===== config.mk =====
export PLATFORM = sky130hd
export DESIGN_NAME = pc_sequencer
export DESIGN_NICKNAME = d
export VERILOG_FILES = /design/src/rtl/pc_sequencer.sv
export SDC_FILE = /design/constraint.sdc
export NUM_CORES = 1
export LEC_CHECK = 0
export ABC_AREA = 1
export CAP_MARGIN = 20
export CORE_MARGIN = 8
export CORE_UTILIZATION = 46
export DETAILED_ROUTE_END_ITERATION = 8
export GPL_TIMING_DRIVEN = 1
export PLACE_DENSITY_LB_ADDON = 0.12
export SETUP_SLACK_MARGIN = 0.5
export SLEW_MARGIN = 20
export SYNTH_ARGS = -nofsm -noshare
export SYNTH_HDL_FRONTEND = slang
export SYNTH_SLANG_ARGS = --single-unit

===== constraint.sdc =====
create_clock -name i_clk -period 2.5 [get_ports i_clk]
set_input_delay 0.25 -clock i_clk [delete_from_list [all_inputs] [get_ports i_clk]]
set_output_delay 0.25 -clock i_clk [all_outputs]
set_load 0.01 [all_outputs]

===== src/rtl/pc_sequencer.sv =====
// ---------------------------------------------------------------------------
// pc_sequencer
//
// Owns the program counter of the 5-stage MIPS pipeline. Picks the next PC
// from four sources in fixed priority (exception > branch > jump > sequential),
// runs the instruction-memory fetch handshake, parks a redirect that arrives
// while a fetch is still outstanding, and raises the IF/ID flush pulses.
//
// Build option:
//   DELAY_SLOT_EN - branches and jumps get an architectural delay slot. The
//                   target is parked in a one-deep deferred register and
//                   replaces the PC increment of the next completed
//                   sequential fetch. Exceptions still redirect immediately
//                   and cancel any deferred target.
//
// Ports:
//   i_clk          system clock, rising edge
//   i_reset_n      synchronous active-low reset
//   i_stall        hazard-unit hold of the IF stage
//   o_imem_req     fetch request to instruction memory
//   i_imem_ready   fetch for o_imem_addr completes this cycle
//   o_imem_addr    fetch address (always equals o_pc)
//   i_br_taken     branch resolved taken in EX (pulse)
//   i_br_target    branch target
//   i_jmp_valid    jump decoded in ID (pulse)
//   i_jmp_target   jump target
//   i_exc_valid    exception raised in MEM (pulse)
//   i_exc_pc       PC of the faulting instruction
//   o_pc           current PC register
//   o_pc_plus4     o_pc + PC_INC
//   o_pc_sel       next-PC select: 0 seq, 1 jump, 2 branch, 3 exception
//   o_epc          saved exception PC
//   o_fetch_valid  instruction returned this cycle is to be kept
//   o_flush_if     kill IF/ID register contents
//   o_flush_id     kill ID/EX register contents
// ---------------------------------------------------------------------------
module pc_sequencer #(
    parameter logic [31:0] RESET_VECTOR = 32'h0000_0000,
    parameter logic [31:0] EXC_VECTOR   = 32'h0000_0180,
    parameter logic [31:0] PC_INC       = 32'd4
) (
    input  logic        i_clk,
    input  logic        i_reset_n,
    input  logic        i_stall,
    output logic        o_imem_req,
    input  logic        i_imem_ready,
    output logic [31:0] o_imem_addr,
    input  logic        i_br_taken,
    input  logic [31:0] i_br_target,
    input  logic        i_jmp_valid,
    input  logic [31:0] i_jmp_target,
    input  logic        i_exc_valid,
    input  logic [31:0] i_exc_pc,
    output logic [31:0] o_pc,
    output logic [31:0] o_pc_plus4,
    output logic [1:0]  o_pc_sel,
    output logic [31:0] o_epc,
    output logic        o_fetch_valid,
    output logic        o_flush_if,
    output logic        o_flush_id
);

    typedef enum logic [1:0] {
        StBoot  = 2'd0,
        StFetch = 2'd1,
        StHold  = 2'd2
    } state_e;

    localparam logic [1:0]  SEL_SEQ    = 2'd0;
    localparam logic [1:0]  SEL_JMP    = 2'd1;
    localparam logic [1:0]  SEL_BR     = 2'd2;
    localparam logic [1:0]  SEL_EXC    = 2'd3;
    localparam logic [31:0] ALIGN_MASK = 32'hFFFF_FFFC;

    state_e      r_state;
    state_e      w_state_next;
    logic [31:0] r_pc;
    logic [31:0] w_pc_next;
    logic [31:0] r_epc;
    logic [31:0] w_epc_next;
    logic [31:0] r_pending;
    logic [31:0] w_pending_next;

    logic        w_active;      // out of reset and past the boot cycle
    logic [1:0]  w_win_sel;
    logic [31:0] w_win_target;
    logic        w_redir;       // redirect acting on the fetch stream this cycle
    logic        w_seq_taken;   // sequential fetch completes this cycle
    logic [31:0] w_pc_plus4;
    logic [31:0] w_seq_next;

    assign w_pc_plus4 = r_pc + PC_INC;
    assign w_active   = i_reset_n && (r_state != StBoot);

    // Fixed-priority winner; lower-priority requests in the same cycle are dropped.
    always_comb begin
        w_win_sel    = SEL_SEQ;
        w_win_target = w_pc_plus4;
        if (i_exc_valid) begin
            w_win_sel    = SEL_EXC;
            w_win_target = EXC_VECTOR & ALIGN_MASK;
        end else if (i_br_taken) begin
            w_win_sel    = SEL_BR;
            w_win_target = i_br_target & ALIGN_MASK;
        end else if (i_jmp_valid) begin
            w_win_sel    = SEL_JMP;
            w_win_target = i_jmp_target & ALIGN_MASK;
        end
    end

`ifdef DELAY_SLOT_EN
    // Only exceptions redirect at once; branches and jumps are deferred.
    assign w_redir = w_active && i_exc_valid;
`else
    assign w_redir = w_active && (w_win_sel != SEL_SEQ);
`endif

    assign w_seq_taken = w_active && (r_state == StFetch) && !w_redir &&
                         !i_stall && i_imem_ready;

`ifdef DELAY_SLOT_EN
    logic        r_defer_valid;
    logic        w_defer_valid_next;
    logic [31:0] r_defer_target;
    logic [31:0] w_defer_target_next;

    // The deferred target replaces the increment of the next sequential fetch
    // that completes; a fresh branch/jump in that same cycle re-arms it.
    always_comb begin
        w_defer_valid_next  = r_defer_valid;
        w_defer_target_next = r_defer_target;
        w_seq_next          = r_defer_valid ? r_defer_target : w_pc_plus4;
        if (w_seq_taken) begin
            w_defer_valid_next = 1'b0;
        end
        if (w_active && !i_exc_valid && (i_br_taken || i_jmp_valid)) begin
            w_defer_valid_next  = 1'b1;
            w_defer_target_next = w_win_target;
        end
        if (w_redir) begin
            w_defer_valid_next = 1'b0;
        end
    end

    always_ff @(posedge i_clk) begin
        if (!i_reset_n) begin
            r_defer_valid  <= 1'b0;
            r_defer_target <= '0;
        end else begin
            r_defer_valid  <= w_defer_valid_next;
            r_defer_target <= w_defer_target_next;
        end
    end
`else
    assign w_seq_next = w_pc_plus4;
`endif

    always_comb begin
        w_state_next   = r_state;
        w_pc_next      = r_pc;
        w_epc_next     = r_epc;
        w_pending_next = r_pending;
        o_imem_req     = 1'b0;
        o_fetch_valid  = 1'b0;
        o_flush_if     = 1'b0;
        o_flush_id     = 1'b0;
        o_pc_sel       = w_active ? w_win_sel : SEL_SEQ;

        // Flushes come straight from the pulsed request, so each redirect
        // event yields exactly one cycle of flush.
        if (w_redir) begin
            o_flush_if = 1'b1;
            o_flush_id = (w_win_sel != SEL_JMP);
            if (i_exc_valid) begin
                w_epc_next = i_exc_pc;
            end
        end

        unique case (r_state)
            StBoot: begin
                w_state_next = StFetch;
            end
            StFetch: begin
                o_imem_req = 1'b1;
                if (w_redir) begin
                    // Redirect overrides stall.
                    if (i_imem_ready) begin
                        w_pc_next = w_win_target;
                    end else begin
                        w_pending_next = w_win_target;
                        w_state_next   = StHold;
                    end
                end else if (w_seq_taken) begin
                    o_fetch_valid = 1'b1;
                    w_pc_next     = w_seq_next;
                end
            end
            StHold: begin
                // Outstanding fetch drains and is discarded; latest redirect wins.
                o_imem_req = 1'b1;
                if (w_redir) begin
                    w_pending_next = w_win_target;
                end
                if (i_imem_ready) begin
                    w_pc_next    = w_redir ? w_win_target : r_pending;
                    w_state_next = StFetch;
                end
            end
            default: begin
                w_state_next = StBoot;
            end
        endcase

        if (!i_reset_n) begin
            o_imem_req    = 1'b0;
            o_fetch_valid = 1'b0;
            o_flush_if    = 1'b0;
            o_flush_id    = 1'b0;
        end
    end

    always_ff @(posedge i_clk) begin
        if (!i_reset_n) begin
            r_state   <= StBoot;
            r_pc      <= RESET_VECTOR;
            r_epc     <= '0;
            r_pending <= '0;
        end else begin
            r_state   <= w_state_next;
            r_pc      <= w_pc_next;
            r_epc     <= w_epc_next;
            r_pending <= w_pending_next;
        end
    end

    assign o_pc        = r_pc;
    assign o_imem_addr = r_pc;
    assign o_pc_plus4  = w_pc_plus4;
    assign o_epc       = r_epc;

endmodule


==> Word-level counts from Yosys, hierarchy flattened <==
Cells that the tools add are included.
{ "classes": {"addsub": 1, "n_eq_ne": 8, "mux": 30, "n_reduce_logical": 17} }
{ "op_table": {"columns": ["cell", "count"], "rows": [
  ["2-to-1 mux 32 bit", 10],
  ["case mux 32 bit (2 select lines)", 2],
  ["adder 32 x 3 -> 32 bit, second input constant", 1],
  ["2-to-1 mux 2 bit", 6],
  ["2-to-1 mux 1 bit", 11],
  ["logical AND 1 bit", 6],
  ["!= test 2 bit, second input constant", 3],
  ["!= test 3 bit, second input constant", 2],
  ["case mux 2 bit (3 select lines)", 1],
  ["AND reduction 3 bit", 2],
  ["nonzero test 2 bit", 3],
  ["AND reduction 4 bit", 1],
  ["equality test 2 x 1 -> 1 bit, second input constant", 1],
  ["equality test 2 bit, second input constant", 1],
  ["logical NOT 1 bit", 2],
  ["logical NOT 2 bit", 1],
  ["!= test 2 x 1 -> 1 bit, second input constant", 1],
  ["AND reduction 2 bit", 1],
  ["OR reduction 2 bit", 1]
]} }
{ "word_totals": {"ff_bits": 98, "in_bits": 103, "output_inout_bits": 134, "elab_cells": 60} }

==> Logic depth before layout (Yosys ltp) <==
Gate-level depths: netlist of the first run.
{ "depth": {"depth_word": 13, "depth_mapped": 16, "ltp_nobuf": 16} }

==> Worst setup path before layout of the first run <==
No wires, ideal clock.
{ "synth_path": {"path_type": "register to register", "from": "register r_pc[3], in the netlist o_imem_addr[3]", "to": "register r_pc[24], in the netlist o_imem_addr[24]", "setup_ps": 109, "t_arrival_ps": 1793, "required_time_ps": 2391, "path_slack_ps": 598, "stages_incl_launch_ff": 17, "n_path_buf": 0, "period_less_slack_ps": 1902, "cell_sequence": "dfxtp_1 -> ha_1 -> nand2_2 -> nor2_4 -> nand2_1 -> nor2_4 -> nand2_1 -> nand2_1 -> nand2_1 -> nand2_1 -> nand2_1 -> nand3_1 -> nand2_1 -> nand2_1 -> nand3_1 -> nand2_1 -> inv_1"} }
{ "synth_via": {"elab_chain_len": 7, "elab_cells_between_ends": 10, "classes_between": "add/sub (1); mux (9)"} }
{ "synth_rtl": {"columns": ["element", "line_no", "source"], "rows": [
  ["start, declared", "77", "logic [31:0] r_pc;"],
  ["start signal, assigned", "230", "r_pc <= w_pc_next;"],
  ["adder 32 x 3 -> 32 bit (*)", "92", "assign w_pc_plus4 = r_pc + PC_INC;"],
  ["via o_pc_plus4[24]", "55", "output logic [31:0] o_pc_plus4,"],
  ["2-to-1 mux 32 bit", "105", "end else if (i_jmp_valid) begin"],
  ["2-to-1 mux 32 bit", "102", "end else if (i_br_taken) begin"],
  ["2-to-1 mux 32 bit", "99", "if (i_exc_valid) begin"],
  ["2-to-1 mux 32 bit (on tied branches)", null, null],
  ["2-to-1 mux 32 bit (on tied branches)", "204, 185", null],
  ["case mux 32 bit (2 select lines) (*)", "179", "unique case (r_state)"]
]} }
The timed path passes the listed nets; every way through them passes the cells marked *. The select of a mux whose other input is x is not followed.
A chain may end at the register's enable or synchronous reset.

==> Final worst setup path of the first run <==
{ "layout_path": {"from": "register r_pc[2], in the netlist o_imem_addr[2]", "to": "output o_pc_plus4[15]"} }
{ "layout_via": {"elab_chain_len": 1} }
{ "layout_rtl": {"columns": ["element", "line_no"], "rows": [
  ["adder 32 x 3 -> 32 bit", "92"],
  ["end, declared", "55"]
]} }
No other way between the ends.

==> results of run 1 <==
cell families after synthesis:
kind of cell               after synthesis  synth area share [%]
DFF                                     98                 28.98
buffers and inverters                  201                 14.10
AOI/OAI and AO/OA                      160                 13.12
adders and majority gates                5                0.9240
and+or+nand+nor                        628                 40.29
xor gates and xnor gates                14                 2.587
metrics by stage:
stage	util (%)	area, um^2	instances	hold slack, ns
3_3_place_gp	62.50	9049	1459	0.4330
2_1_floorplan	-	6770	1106	0.3627
3_5_place_dp	62.50	9049	1459	0.4363
4_1_cts	67.47	9769	1503	0.4346
6_report	71.76	10390	1527	0.4472
5_1_grt	71.76	10390	1527	0.4717
layout by cell type, fill, tap and decap left out, types with 3 or more instances in the layout:
master	n
nor2_1	26
inv_2	6
dfxtp_1	76
buf_4	53
nand4_1	3
nand3_2	19
inv_1	94
nor2_2	10
o21ai_1	4
nor2_4	16
ha_1	3
nand2_4	9
buf_12	7
buf_2	5
dfxtp_2	15
clkdlybuf4s50_1	197
o21a_1	10
nand2_1	384
inv_6	3
nor2_8	3
dfxtp_4	7
a21oi_1	32
inv_4	3
clkinv_4	3
o21ai_0	74
o21ai_2	3
xor2_2	3
nand2_2	46
buf_6	38
clkbuf_16	9
clkbuf_2	6
nand3_1	102
dlygate4sd2_1	6
xor2_4	8
a31oi_1	26
o211ai_1	4
Yosys cell counts (3+ instances only):
library cell  instances  area, um^2
buf_2                22       110.1
nand2_2              17       106.4
nor2_4                7       78.83
inv_2                 6       22.52
ha_1                  5       62.56
buf_4                42       315.3
xor2_1                6       52.55
buf_1                 5       18.77
o21ai_1               4       20.02
nand2_1             421        1580
and2_1                4       25.02
nand4_1               3       18.77
nor2_8                3       60.06
nand3_1             120       600.6
nor2_1               38       142.6
inv_1                98       367.9
o211ai_1              4       30.03
a21oi_1              32       160.2
a31oi_1              26       162.7
nand3_2               3       30.03
nor2_2                6       37.54
o21ai_0              77       385.4
dfxtp_1              98        1962
o21a_1               10       75.07
clkbuf_1             26       97.59
xor2_2                7       113.9
worst paths after layout:
| path | from | endpoint | cells after the start | slack, ns |
|---|---|---|---|---|
| max | o_imem_addr[2] | o_pc_plus4[15] | 9 | 0.31 |
| min reg2reg | r_pending[3] | r_pending[3] | 2 | 0.45 |
| min | r_pending[3] | r_pending[3] | 2 | 0.45 |
| max reg2reg | o_imem_addr[2] | o_imem_addr[17] | 17 | 0.37 |
flip-flops by register name (all words and copies together) (netlist names):
name         cells
r_state          2
r_pending       32
o_epc           32
o_imem_addr     32
where the power goes:
part / internal, uW / total, uW / switching (uW)
clock network: 687 / 1360 / 670
logic: 3440 / 7440 / 4000
registers: 2260 / 2880 / 615
what timing repair did:
action	CTS	global route
buffers inserted	26	23
pin swaps	21	45
endpoints found under the setup margin	120	88
hold buffers	0	0
gates cloned	2	0
resized for setup	135	167
final cells by class:
type | count | area, um^2 | share of cell area (%)
Clock buffer | 10 | 229.0 | 2.204
Antenna cell | 1 | 2.502 | 0.02408
Tap cell | 184 | 230.2 | 2.216
Multi-Input combinational cell | 808 | 4360 | 41.97
Timing Repair Buffer | 316 | 3109 | 29.93
Inverter | 104 | 402.9 | 3.878
Sequential cell | 98 | 2007 | 19.32
Clock inverter | 6 | 48.80 | 0.4697
metal layers:
layer	vias to the layer above	GRT usage [%]	share of wire [%]
met1	3648	32.01	40
li1	3943	-	-
met4	0	11.23	3.3
met3	66	6.820	9.8
met5	-	0	0
met2	404	41.37	47
worst register-to-register path, cell delays in order (launching register included):
cell,delay [ns]
dfxtp_2,0.38
buf_6,0.13
inv_4,0.04
nor2_4,0.20
nand2_8,0.13
nor2_8,0.17
buf_6,0.12
xor2_2,0.16
buf_4,0.13
buf_6,0.08
nand2_2,0.04
nand2_2,0.07
nand3_2,0.08
nand2_1,0.09
nand2_1,0.07
nand3_2,0.09
nand2_1,0.06
inv_1,0.05
==> results.sh, run 1 <==
export IMPL_hp_class="register to register"
export IMPL_clock_path_buffers=2
export IMPL_grt_pass1_wl_um=38500
export IMPL_core_area_um2=14480
export IMPL_grt_max_degree=81
export IMPL_critPathTopFamily="buffers and inverters"
export IMPL_start_util_pct=46.76
export IMPL_cts_htree_levels=3
export IMPL_clk_pin_slew_worst_paths_ns=0.07
export IMPL_fp_dieW_um=137.3
export IMPL_ys_seq_area_share_pct=28.98
export IMPL_wl_per_cell_um=17.09
export IMPL_yosys_warnings=0
export IMPL_fin_worst_skew_ns=0.008278
export IMPL_drv_slew=0
export IMPL_viasPerCell=5.279
export IMPL_crit_fanout=3
export IMPL_slew_headroom_pct=42.36
export IMPL_cpPeakStageDelay_ns=0.38
export IMPL_avgSynthCellArea_um2=6.121
export IMPL_synth_edf_count=0
export IMPL_power_density_nw_per_um2=1124
export IMPL_cts_buffers=9
export IMPL_hold_viol_final=0
export IMPL_antenna_found_initial=1
export IMPL_ios=237
export IMPL_synth_nets=1214
export IMPL_start_kind="register"
export IMPL_vias=8061
export IMPL_timing_critical_path_mode_cell="buf_6"
export IMPL_drt_total_wl_um=26100
export IMPL_rsz0062_at_grt="yes"
export IMPL_outcome="finished, final reports clean"
export IMPL_drcViolationCount=0
export IMPL_ys_ff_latch=98
export IMPL_crit_type="register to primary output"
export IMPL_postLayoutSetupSlackWorst_ns=0.3145
export IMPL_gp_congestion=0.8877
export IMPL_arrival_ns=1.94
export IMPL_cts_root_buf="clkbuf_16"
export IMPL_power_leakage_uw=0.004669
export IMPL_synth_cells=1106
export IMPL_required_ns=2.25
export IMPL_synthArstFlopShare_pct=0
export IMPL_fmax_ghz=0.4576
export IMPL_cts_tree="built"
export IMPL_cp_num_buf_inv=5
export IMPL_layout_nets=1445
export IMPL_cp_cell_sequence="buf_6 -> inv_4 -> nor2_4 -> nand2_4 -> nor2_4 -> buf_6 -> buf_6 -> xor2_4 -> buf_6"
export IMPL_critPathCaptureType="primary output"
export IMPL_drtPass1Iterations=5
export IMPL_total_power_uw=11680
export IMPL_worst_slew_pin_slew_ns=0.8645
export IMPL_dp_slack_ns=0.1277
export IMPL_worstSkewPairLatency_ns=0.36
export IMPL_drive_above_1_share_pct=21.31
export IMPL_drv_cap=0
export IMPL_worst_path_max_delay_cell="dfxtp_2"
export IMPL_numPortBuffers=232
export IMPL_syn_area_um2=6770
export IMPL_drt_iter0_drc=586
export IMPL_gr_total_overflow=0
export IMPL_synth_distinct_cells=38
export IMPL_syn2layout_area_growth_pct=53.47
export IMPL_peakVddDrop_mv=0.5148
export IMPL_grt_pass1_vias=7418
export IMPL_dp_hpwl_um=17170
export IMPL_timing_final_crit_share_pct=87.42
export IMPL_num_rows=44
export IMPL_finalSetupTns_ns=0
export IMPL_fill_cells=1211
export IMPL_synth_flop_cell="dfxtp_1"
export IMPL_clock_sinks=98
export IMPL_grt_total_usage_pct=25.82
export IMPL_layout_min_cycle_time_ns=2.185
export IMPL_setup_violations=0
export IMPL_die_area_um2=18860
export IMPL_ant_nets=0
export IMPL_die_y_um=137.3
Note: power is estimated with default switching activity, not from simulation.
==> inputs of run 2 (changes only) <==
--- a/config.mk
+++ b/config.mk
@@ -10,6 +10,7 @@
 export CORE_MARGIN = 8
 export CORE_UTILIZATION = 46
 export DETAILED_ROUTE_END_ITERATION = 8
+export GPL_ROUTABILITY_DRIVEN = 0
 export GPL_TIMING_DRIVEN = 1
 export PLACE_DENSITY_LB_ADDON = 0.12
 export SETUP_SLACK_MARGIN = 0.5
==> results of run 2 <==
Final layout, timing and power as in run 1 (identical DEF).
